$ cat src/rtl/muldiv_seq_unit.sv
// Multi-cycle multiply/divide unit with architectural HI/LO registers.
// Multiply is shift-add over MUL_BITS_PER_CYCLE multiplier bits per cycle.
// Divide is restoring division, one quotient bit per cycle.
// A one-cycle FIX state applies sign correction and commits HI/LO.
// Optional feature macro: MULDIV_MADD_EN enables op 6/7 (MADD/MADDU).
// Without it, op 6/7 are ignored and the accumulate adder is not built.
module muldiv_seq_unit #(
  parameter int unsigned DATA_WIDTH         = 32,
  parameter int unsigned MUL_BITS_PER_CYCLE = 1
) (
  input  logic                  CLK,
  input  logic                  RST,
  input  logic                  start,
  input  logic [2:0]            op,
  input  logic [DATA_WIDTH-1:0] A,
  input  logic [DATA_WIDTH-1:0] B,
  output logic                  busy,
  output logic                  done,
  output logic                  div_by_zero,
  output logic [DATA_WIDTH-1:0] HI_out,
  output logic [DATA_WIDTH-1:0] LO_out
);

  localparam int unsigned W     = DATA_WIDTH;
  localparam int unsigned W2    = 2 * DATA_WIDTH;
  localparam int unsigned K     = MUL_BITS_PER_CYCLE;
  localparam int unsigned NM    = DATA_WIDTH / MUL_BITS_PER_CYCLE;
  localparam int unsigned CNT_W = $clog2(DATA_WIDTH + 1);

  localparam logic [2:0] OP_MULT  = 3'd0;
  localparam logic [2:0] OP_MULTU = 3'd1;
  localparam logic [2:0] OP_DIV   = 3'd2;
  localparam logic [2:0] OP_DIVU  = 3'd3;
  localparam logic [2:0] OP_MTHI  = 3'd4;
  localparam logic [2:0] OP_MTLO  = 3'd5;
  localparam logic [2:0] OP_MADD  = 3'd6;
  localparam logic [2:0] OP_MADDU = 3'd7;

  localparam logic [1:0] S_IDLE = 2'd0;
  localparam logic [1:0] S_MUL  = 2'd1;
  localparam logic [1:0] S_DIV  = 2'd2;
  localparam logic [1:0] S_FIX  = 2'd3;

  // Kind of the in-flight operation, consulted in FIX.
  localparam logic [1:0] K_MUL  = 2'd0;
  localparam logic [1:0] K_MADD = 2'd1;
  localparam logic [1:0] K_DIV  = 2'd2;

  logic [1:0]       state_q, state_nxt;
  logic [CNT_W-1:0] cnt_q, cnt_nxt;
  logic [W2-1:0]    acc_q, acc_nxt;
  logic [W2-1:0]    mcand_q, mcand_nxt;
  logic [W-1:0]     mplier_q, mplier_nxt;
  logic [W-1:0]     rem_q, rem_nxt;
  logic [W-1:0]     quot_q, quot_nxt;
  logic [W-1:0]     dvsr_q, dvsr_nxt;
  logic             neg_q, neg_nxt;
  logic             neg_rem_q, neg_rem_nxt;
  logic             dz_q, dz_nxt;
  logic [1:0]       kind_q, kind_nxt;
  logic             busy_q, busy_nxt;
  logic             done_q, done_nxt;
  logic             dbz_q, dbz_nxt;
  logic [W-1:0]     hi_q, hi_nxt;
  logic [W-1:0]     lo_q, lo_nxt;

  logic             op_signed;
  logic             a_neg, b_neg, b_zero;
  logic [W-1:0]     a_mag, b_mag;
  logic             mul_load;
  logic [W2-1:0]    mul_partial;
  logic [W:0]       div_shift, div_diff;
  logic             div_ge;
  logic [W2-1:0]    prod_fix;
  logic [W-1:0]     quot_fix, rem_fix;
`ifdef MULDIV_MADD_EN
  logic [W2-1:0]    madd_sum;
`endif

  // Operand decode: signedness and magnitudes taken at the start edge.
  assign op_signed = (op == OP_MULT) || (op == OP_DIV) || (op == OP_MADD);
  assign a_neg     = A[W-1];
  assign b_neg     = B[W-1];
  assign b_zero    = (B == '0);
  assign a_mag     = (op_signed && a_neg) ? (~A + W'(1)) : A;
  assign b_mag     = (op_signed && b_neg) ? (~B + W'(1)) : B;

  // Sum of the multiplicand copies selected by this cycle's multiplier bits.
  always_comb begin
    mul_partial = '0;
    for (int unsigned j = 0; j < K; j++) begin
      if (mplier_q[j]) mul_partial = mul_partial + (mcand_q << j);
    end
  end

  // Restoring division trial subtract.
  assign div_shift = {rem_q, quot_q[W-1]};
  assign div_diff  = div_shift - {1'b0, dvsr_q};
  assign div_ge    = ~div_diff[W];

  // Sign correction applied in FIX.
  assign prod_fix = neg_q     ? (~acc_q  + W2'(1)) : acc_q;
  assign quot_fix = neg_q     ? (~quot_q + W'(1))  : quot_q;
  assign rem_fix  = neg_rem_q ? (~rem_q  + W'(1))  : rem_q;
`ifdef MULDIV_MADD_EN
  assign madd_sum = {hi_q, lo_q} + prod_fix;
`endif

  // State register.
  always_ff @(posedge CLK or negedge RST) begin
    if (!RST) state_q <= S_IDLE;
    else      state_q <= state_nxt;
  end

  // Next-state, datapath and output logic.
  always_comb begin
    state_nxt   = state_q;
    cnt_nxt     = cnt_q;
    acc_nxt     = acc_q;
    mcand_nxt   = mcand_q;
    mplier_nxt  = mplier_q;
    rem_nxt     = rem_q;
    quot_nxt    = quot_q;
    dvsr_nxt    = dvsr_q;
    neg_nxt     = neg_q;
    neg_rem_nxt = neg_rem_q;
    dz_nxt      = dz_q;
    kind_nxt    = kind_q;
    done_nxt    = 1'b0;
    dbz_nxt     = 1'b0;
    hi_nxt      = hi_q;
    lo_nxt      = lo_q;
    mul_load    = 1'b0;

    case (state_q)
      S_IDLE: begin
        if (start) begin
          case (op)
            OP_MTHI: begin
              hi_nxt   = A;
              done_nxt = 1'b1;
            end
            OP_MTLO: begin
              lo_nxt   = A;
              done_nxt = 1'b1;
            end
            OP_MULT, OP_MULTU: begin
              kind_nxt = K_MUL;
              mul_load = 1'b1;
            end
`ifdef MULDIV_MADD_EN
            OP_MADD, OP_MADDU: begin
              kind_nxt = K_MADD;
              mul_load = 1'b1;
            end
`else
            OP_MADD, OP_MADDU: begin
              // Illegal without the accumulate feature: request is dropped.
            end
`endif
            OP_DIV, OP_DIVU: begin
              kind_nxt    = K_DIV;
              neg_nxt     = op_signed && (a_neg ^ b_neg);
              neg_rem_nxt = op_signed && a_neg;
              if (b_zero) begin
                // Divide by zero skips iteration; quot holds raw A for HI.
                dz_nxt    = 1'b1;
                quot_nxt  = A;
                cnt_nxt   = '0;
                state_nxt = S_FIX;
              end else begin
                dz_nxt    = 1'b0;
                rem_nxt   = '0;
                quot_nxt  = a_mag;
                dvsr_nxt  = b_mag;
                cnt_nxt   = CNT_W'(W - 1);
                state_nxt = S_DIV;
              end
            end
          endcase
          if (mul_load) begin
            neg_nxt     = op_signed && (a_neg ^ b_neg);
            neg_rem_nxt = 1'b0;
            dz_nxt      = 1'b0;
            acc_nxt     = '0;
            mcand_nxt   = W2'(a_mag);
            mplier_nxt  = b_mag;
            cnt_nxt     = CNT_W'(NM - 1);
            state_nxt   = S_MUL;
          end
        end
      end

      S_MUL: begin
        acc_nxt    = acc_q + mul_partial;
        mcand_nxt  = mcand_q << K;
        mplier_nxt = mplier_q >> K;
        if (cnt_q == '0) state_nxt = S_FIX;
        else             cnt_nxt   = cnt_q - CNT_W'(1);
      end

      S_DIV: begin
        rem_nxt  = div_ge ? div_diff[W-1:0] : div_shift[W-1:0];
        quot_nxt = {quot_q[W-2:0], div_ge};
        if (cnt_q == '0) state_nxt = S_FIX;
        else             cnt_nxt   = cnt_q - CNT_W'(1);
      end

      S_FIX: begin
        state_nxt = S_IDLE;
        cnt_nxt   = '0;
        done_nxt  = 1'b1;
        dbz_nxt   = dz_q;
        if (dz_q) begin
          hi_nxt = quot_q;
          lo_nxt = '1;
        end else if (kind_q == K_DIV) begin
          hi_nxt = rem_fix;
          lo_nxt = quot_fix;
        end
`ifdef MULDIV_MADD_EN
        else if (kind_q == K_MADD) begin
          {hi_nxt, lo_nxt} = madd_sum;
        end
`endif
        else begin
          {hi_nxt, lo_nxt} = prod_fix;
        end
      end

      default: state_nxt = S_IDLE;
    endcase

    busy_nxt = (state_nxt != S_IDLE);
  end

  // Datapath and output registers; reset discards any partial result.
  always_ff @(posedge CLK or negedge RST) begin
    if (!RST) begin
      cnt_q     <= '0;
      acc_q     <= '0;
      mcand_q   <= '0;
      mplier_q  <= '0;
      rem_q     <= '0;
      quot_q    <= '0;
      dvsr_q    <= '0;
      neg_q     <= 1'b0;
      neg_rem_q <= 1'b0;
      dz_q      <= 1'b0;
      kind_q    <= K_MUL;
      busy_q    <= 1'b0;
      done_q    <= 1'b0;
      dbz_q     <= 1'b0;
      hi_q      <= '0;
      lo_q      <= '0;
    end else begin
      cnt_q     <= cnt_nxt;
      acc_q     <= acc_nxt;
      mcand_q   <= mcand_nxt;
      mplier_q  <= mplier_nxt;
      rem_q     <= rem_nxt;
      quot_q    <= quot_nxt;
      dvsr_q    <= dvsr_nxt;
      neg_q     <= neg_nxt;
      neg_rem_q <= neg_rem_nxt;
      dz_q      <= dz_nxt;
      kind_q    <= kind_nxt;
      busy_q    <= busy_nxt;
      done_q    <= done_nxt;
      dbz_q     <= dbz_nxt;
      hi_q      <= hi_nxt;
      lo_q      <= lo_nxt;
    end
  end

  assign busy        = busy_q;
  assign done        = done_q;
  assign div_by_zero = dbz_q;
  assign HI_out      = hi_q;
  assign LO_out      = lo_q;

endmodule

$ cat config.mk
export PLATFORM = sky130hd
export DESIGN_NAME = muldiv_seq_unit
export DESIGN_NICKNAME = d
export VERILOG_FILES = /design/src/rtl/muldiv_seq_unit.sv
export SDC_FILE = /design/constraint.sdc
export NUM_CORES = 1
export LEC_CHECK = 0
export ABC_CLOCK_PERIOD_IN_PS = 4600
export CAP_MARGIN = 20
export CORE_MARGIN = 5
export CORE_UTILIZATION = 38
export DETAILED_ROUTE_END_ITERATION = 7
export PLACE_DENSITY = 0.65
export SLEW_MARGIN = 20
export SYNTH_ARGS = -nofsm -noshare
export SYNTH_HDL_FRONTEND = slang
export SYNTH_SLANG_ARGS = --single-unit
$ cat constraint.sdc
create_clock -name CLK -period 4.6 [get_ports CLK]
set_clock_uncertainty 0.1 [all_clocks]
set_input_delay 1.38 -clock CLK [delete_from_list [all_inputs] [get_ports CLK]]
set_output_delay 1.38 -clock CLK [all_outputs]
set_load 0.01 [all_outputs]
==> results of run 1 <==
[kinds of logic (layout without fill, tap and decap cells)]
logic type                 Yosys count  in the layout  share of synthesized area [%]
AOI/OAI and AO/OA                 1001           1001                           23.7
xor gates and xnor gates           290            290                           10.2
and+or+nand+nor                   1067           1067                           20.3
adders and majority gates          108            108                           5.49
buffers and inverters              282            413                           4.77
muxes                               44             44                           1.83
DFF                                335            335                           33.7
[registers in the layout, indices dropped and copies added, names as in the netlist, 2 cells and up]
signal    flops
quot_q       32
LO_out       32
dvsr_q       32
mcand_q      64
acc_q        64
rem_q        32
cnt_q         6
HI_out       32
state_q       2
mplier_q     32
[per-stage QoR]
stage                     power (mW)  util (%)  instances  instance area (µm²)  hold WS (ps)
after floorplan                 12.9         -       3127                24900           339
after global placement          16.5      42.6       4040                27500           362
after detailed placement        16.7      42.6       4040                27500           368
after CTS                       20.0      44.6       4113                28900           382
after global routing            21.6      44.7       4113                28900           395
final                           20.1      44.7       4113                28900           372
[final cells by class]
type / instances / area share [%]
Tap cell: 855 / 3.70
Multi-Input combinational cell: 2510 / 53.3
Clock buffer: 55 / 3.94
Clock inverter: 18 / 0.706
Inverter: 81 / 1.05
Sequential cell: 335 / 29.0
Timing Repair Buffer: 259 / 8.23
[worst max-delay path by stage]
stage                                       start                     end  slack [ps]
after floorplan                              A[2]  quot_q[28]$_DFFE_PN0P_         430
final                     mplier_q[0]$_DFFE_PN0P_   acc_q[49]$_DFFE_PN0P_         310
after global routing      mplier_q[0]$_DFFE_PN0P_   acc_q[53]$_DFFE_PN0P_          40
after global placement                      A[16]  quot_q[25]$_DFFE_PN0P_         -30
after detailed placement                     A[0]  quot_q[28]$_DFFE_PN0P_         -30
after CTS                 mplier_q[0]$_DFFE_PN0P_   acc_q[60]$_DFFE_PN0P_         220
[routing by layer]
metal  routed length [µm]  share of wire (%)
met5                   53              0.067
met3                 6460                8.1
met4                 2170                2.7
met1                37100                 47
met2                33800                 42
[cells in the final DEF (no fill, tap or decap), types with 12 or more instances in the layout]
cell type	count
or4_1	18
o21a_1	15
xnor2_1	157
a21o_1	46
and2_1	72
nor2b_1	16
dfrtp_1	333
a21oi_1	288
a31oi_1	14
a211oi_1	12
o21bai_1	17
inv_1	80
o41ai_1	21
nor3_1	43
mux2i_1	40
o31ai_1	53
nor2_1	201
o21ai_0	358
clkdlybuf4s50_1	135
or2_2	12
o211ai_1	28
o22ai_1	82
clkbuf_16	40
nor4_1	13
buf_4	116
xor2_1	132
ha_1	103
or3_1	63
nand3_1	76
nand2_1	448
and3_1	27
nand2b_1	20
nand4_1	23
[where the power goes]
group / internal, mW / switching [mW] / total (mW)
clock: 1.91 / 1.38 / 3.29
combinational: 4.66 / 6.90 / 11.6
sequential: 4.01 / 1.26 / 5.27
total: 10.6 / 9.54 / 20.1
[cells in the mapped netlist, types with 5 or more instances]
master / number
a211oi_1: 13
a21o_1: 46
a21oi_1: 288
a22o_1: 8
a31oi_1: 15
a41oi_1: 6
and2_1: 72
and3_1: 27
and4_1: 5
buf_1: 20
buf_2: 9
clkbuf_1: 162
clkbuf_8: 5
dfrtp_1: 335
ha_1: 106
inv_1: 80
mux2i_1: 41
nand2_1: 448
nand2b_1: 21
nand3_1: 76
nand4_1: 23
nor2_1: 203
nor2b_1: 16
nor3_1: 44
nor4_1: 13
o211ai_1: 28
o21a_1: 15
o21ai_0: 359
o21bai_1: 17
o221ai_1: 6
o22ai_1: 82
o31ai_1: 53
o41ai_1: 21
or2_2: 12
or3_1: 64
or4_1: 18
or4_4: 7
xnor2_1: 157
xor2_1: 132
[repair_timing]
item / in CTS / in global routing
hold buffers: 0 / 0
gates resized for setup: 0 / 3
endpoints found under the setup margin: 0 / 4
[worst max-delay path, delay by kind of cell (launching register included)]
kind / cells / cell delay (ps)
buffers and inverters: 2 / 400
and+or+nand+nor: 4 / 940
xor gates and xnor gates: 1 / 150
AOI/OAI and AO/OA: 7 / 1750
DFF: 1 / 490
adders and majority gates: 1 / 340
==> run_results.csv, run 1 <==
group,metric,value,unit
global_routing,grt.busiest_layer,"met1",
worst_setup_path,r2r_cells,15,
min_path,hold_class,"register to register",
die,initial_utilization,38.4,%
die,ioPinCount,137,
yosys,synth.avg_cell_area,7.95,µm²
layout,n_antenna_cell,0,
drt,drt-total-wl,79.6,mm
cts,cts_buffers,40,
cts,clockBufferDepth,3,
layout,fin_nets,3405,
cts,clock-root-buffer,"clkbuf_16",
power,vdd_ir_drop_max,0.000394,V
worst_setup_path,endpoint_kind,"register",
worst_setup_path,max_stage_delay,540,ps
min_path,worstHoldStart,"HI_out[4]$_DFFE_PN0P_",
yosys,synth_cell_types,84,
die,rows,93,
die,die_w,266,µm
worst_setup_path,critical-path-slowest-cell,"nor4_1",
global_routing,grtUsageTotal,21.8,%
placement,dp_hpwl,60.1,mm
timing,worst_slack,313,ps
drt,drcViolationCount,0,
yosys,synthesis.nets,3305,
timing,drv_slew,0,
yosys,ys_warn_count,0,
layout,register_area,0.00839,mm²
job,maxCapViolations,0,
yosys,synth_edf_count,0,
global_routing,grt_pass1_wl,126,mm
global_routing,grt_overflow,0,
global_routing,grt_max_degree,117,
yosys,async_flop_share,100,%
yosys,ys_ff_latch,335,
timing,tightest_slew,998,ps
timing,rsz0062_at_grt,"no",
power,pwr_density_cell,697,mW/mm²
drt,vias,23366,
yosys,synth.top_cell.area_share,33.7,%
drt,wl_per_cell,19.4,µm
timing,min_period,4290,ps
global_routing,grt_pass1_vias,21527,
die,core_area,0.0647,mm²
layout,syn_to_final_growth,16.2,%
layout,drive_gt1_share,7.49,%
timing,fin_tns_setup,0,ps
timing,hold_viol_final,0,
cts,clk_pin_slew,60,ps
cts,cts_setup_buffers,0,
drt,dr.pass1.iters,7,
layout,nFillCells,6432,
cts,clkLatencyLatePin,580,ps
power,p_leak,12.5,nW
yosys,synth_cells,3127,
timing,slew_headroom,33.5,%
yosys,synth-main-ff-cell,"dfrtp_1",
global_routing,met2_usage,32.4,%
worst_setup_path,arrival,4620,ps
global_routing,antenna_found_initial,4,
placement,io_buffers,136,
worst_setup_path,crit_path_start_kind,"register",
die,die_area,0.0707,mm²
layout,multi_input_area,0.0154,mm²
worst_setup_path,crit_fanout,11,
min_path,hold_depth,2,
placement,dp_slack,-25.7,ps
yosys,synth_seq_area_share,33.7,%
global_routing,met1_usage,32.4,%
timing,final.period_utilization,93.2,%
die,die_h,266,µm
run_status,status,"finished, final reports clean",
worst_setup_path,r2r-start,"mplier_q[0]$_DFFE_PN0P_",
cts,cts_tree,"built",
cts,h-tree-depth,2,
worst_setup_path,ff2ff_setup_slack,310,ps
worst_setup_path,required,4930,ps
worst_setup_path,crit_path_cell_trace,"buf_4, and2_1, ha_1, nand2_1, nor4_1, nor3_1, o31ai_1, buf_4, a21oi_1, o21a_1, o21ai_0, a21oi_1, o21ai_0, xnor2_1, o21ai_0",
yosys,synth_area_leader_cell,"dfrtp_1",
worst_setup_path,critical_path.most_common_cell,"o21ai_0",
min_path,hold_path_end,"HI_out[4]$_DFFE_PN0P_",
worst_setup_path,r2r-end,"acc_q[49]$_DFFE_PN0P_",
yosys,synthTopCellsByArea,"dfrtp_1 (34%), o21ai_0 (7.2%), nand2_1 (6.8%)",
timing,setup_viol,0,
drt,drtIter0Drc,2104,
cts,clkSinkCount,335,
worst_setup_path,crit_type,"register to register",
yosys,netlist_area,0.0249,mm²
timing,fmax,233,MHz
placement,gp_congestion,0.926,
drt,ant_nets,0,
global_routing,met3_usage,4.40,%
drt,via_per_inst,5.68,
No activity file was read; power rests on OpenSTA's default activity.
==> run 2: changes to the inputs <==
CORE_UTILIZATION = 28   (was 38)
PLACE_DENSITY = 0.53   (was 0.65)
==> run_results.csv, run 2 (synthesized netlist as in run 1, its figures left out) <==
group,metric,value,unit
min_path,hold_depth,2,
worst_setup_path,crit_path_start_kind,"register",
layout,post-route-util,33.5,%
die,die_area,0.0949,mm²
layout,syn_to_final_growth,18.8,%
cts,cts_buffers,41,
die,ioPinCount,137,
worst_setup_path,critical-path-slowest-cell,"fa_1",
worst_setup_path,arrival,4610,ps
drt,drtIter0Drc,1611,
min_path,hold_class,"register to register",
global_routing,met1_usage,25.4,%
die,core_area,0.0882,mm²
worst_setup_path,required,4940,ps
die,initial_utilization,28.2,%
cts,cts_setup_buffers,0,
layout,final_cell_mix,"nand2_1 (448), o21ai_0 (358), dfrtp_1 (333), a21oi_1 (288), nor2_1 (201)",
drt,drcViolationCount,0,
die,die_w,308,µm
global_routing,met3_usage,2.88,%
worst_setup_path,cp_top_family,"compound AO/OA/AOI/OAI gates",
power,p_sw_share,47.1,%
die,rows,109,
cts,clock-root-buffer,"clkbuf_16",
worst_setup_path,crit_path_cell_trace,"buf_4, nand2_1, fa_1, nand2b_1, a211oi_1, o21ai_1, a2111oi_1, buf_4, o21ai_0, nand3_1, o21ai_0, o31ai_1, buf_4, a31oi_1, o311ai_0",
power,internal-power,11.0,mW
min_path,worstHoldStart,"mcand_q[63]$_DFFE_PN0P_",
power,seq_power_share,25.0,%
worst_setup_path,endpoint_kind,"register",
timing,slew_headroom,43.6,%
worst_setup_path,crit_type,"register to register",
run_status,status,"finished, final reports clean",
power,p_leak,12.7,nW
die,die_h,308,µm
worst_setup_path,r2r_cells,15,
cts,clkSinkCount,335,
worst_setup_path,ff2ff_setup_slack,340,ps
worst_setup_path,critical_path.most_common_cell,"buf_4",
drt,drt-total-wl,87.4,mm
placement,dp_hpwl,66.9,mm
cts,cts_tree,"built",
layout,largestRegisters,"acc_q (64), mcand_q (64)",
global_routing,grtUsageTotal,17.9,%
power,combPwrFrac,58.9,%
cts,h-tree-depth,2,
job,maxCapViolations,0,
min_path,hold_path_end,"mcand_q[63]$_DFFE_PN0P_",
layout,drive_gt1_share,8.05,%
power,power,20.8,mW
worst_setup_path,path_buf_inv,3,
worst_setup_path,r2r-start,"mplier_q[0]$_DFFE_PN0P_",
global_routing,grt_max_degree,88,
timing,tightest_slew,846,ps
timing,drv_slew,0,
cts,clkLatencyLatePin,570,ps
cts,clk_pin_slew,60,ps
global_routing,grt_pass1_wl,136,mm
layout,design_area,0.0295,mm²
power,vdd_ir_drop_max,0.000396,V
layout,stdcell_count,4448,
power,switchingPower,9.78,mW
layout,fin_nets,3429,
power,pwr_density_cell,703,mW/mm²
placement,io_buffers,136,
drt,via_per_inst,5.17,
layout,mostFrequentLayoutCell,"nand2_1",
timing,hold_viol_final,0,
timing,final.period_utilization,92.7,%
timing,fmax,235,MHz
cts,clockBufferDepth,3,
timing,min_period,4260,ps
placement,dp.cells,4373,
worst_setup_path,max_stage_delay,430,ps
timing,rsz0062_at_grt,"no",
timing,setup_viol,0,
global_routing,antenna_found_initial,6,
worst_setup_path,r2r-end,"acc_q[60]$_DFFE_PN0P_",
global_routing,grt_pass1_vias,22180,
worst_setup_path,crit_fanout,29,
global_routing,met2_usage,28.5,%
global_routing,grt_overflow,0,
placement,gp_congestion,0.917,
drt,wl_per_cell,19.7,µm
drt,vias,22987,
drt,ant_nets,0,
drt,dr.pass1.iters,5,
placement,placed_area,0.0282,mm²
power,clkPwrFrac,16.2,%
global_routing,grt.busiest_layer,"met2",
==> run 2: area by class of cell <==
cell class	instances	area, µm²
sequential	335	8390
tap	1165	1460
antenna	4	10.0
timing repair buffer	282	2630
clock buffer	60	1220
multi-input combinational	2510	15400
inverter	81	304
clock inverter	11	138
fill	9254	58700
==> run 2: power groups by stage <==
stage               sequential [mW]  clock (mW)  combinational [mW]
detailed placement             5.22           0                12.1
finish                         5.19        3.36                12.2
floorplan                      4.89           0                8.02
global placement               5.20           0                12.1
global route                   5.35        3.55                13.4
CTS                            5.18        3.45                12.2
==> run 2: how the worst max path moves through the flow <==
stage | start | endpoint | slack (ps) | cells after the start
floorplan | A[2] | quot_q[28]$_DFFE_PN0P_ | 430 | 12
global placement | A[2] | quot_q[28]$_DFFE_PN0P_ | -60 | 13
detailed placement | B[20] | rem_q[31]$_DFFE_PN0P_ | -60 | 12
CTS | mplier_q[0]$_DFFE_PN0P_ | acc_q[60]$_DFFE_PN0P_ | 190 | 15
global route | mplier_q[0]$_DFFE_PN0P_ | acc_q[60]$_DFFE_PN0P_ | 10 | 15
finish | mplier_q[0]$_DFFE_PN0P_ | acc_q[60]$_DFFE_PN0P_ | 340 | 15
==> run 2: what timing repair did <==
action                                  in CTS  in global routing
endpoints found under the hold margin        0                  0
endpoints found under the setup margin       0                  2
resized for setup                            0                  2
hold buffers                                 0                  0
==> run 2: worst min-delay path: stages, from the launching register on <==
cell and delay [ps]:
dfrtp_1 340, nand2_1 50, nand2_1 50
==> run 2: metal layers <==
metal	up-vias	part of all wire [%]
li1	11370	-
met1	10996	47
met3	107	5.9
met4	0	2.7
met2	514	45
met5	-	0
==> run 2: per-stage QoR <==
step                TNS [ps]  setup WS [ps]  hold WS (ps)
floorplan                  0            435           339
detailed placement      -186          -61.9           356
CTS                        0            189           369
global placement       -96.4          -63.4           353
global route               0           14.0           407
finish                     0            337           365
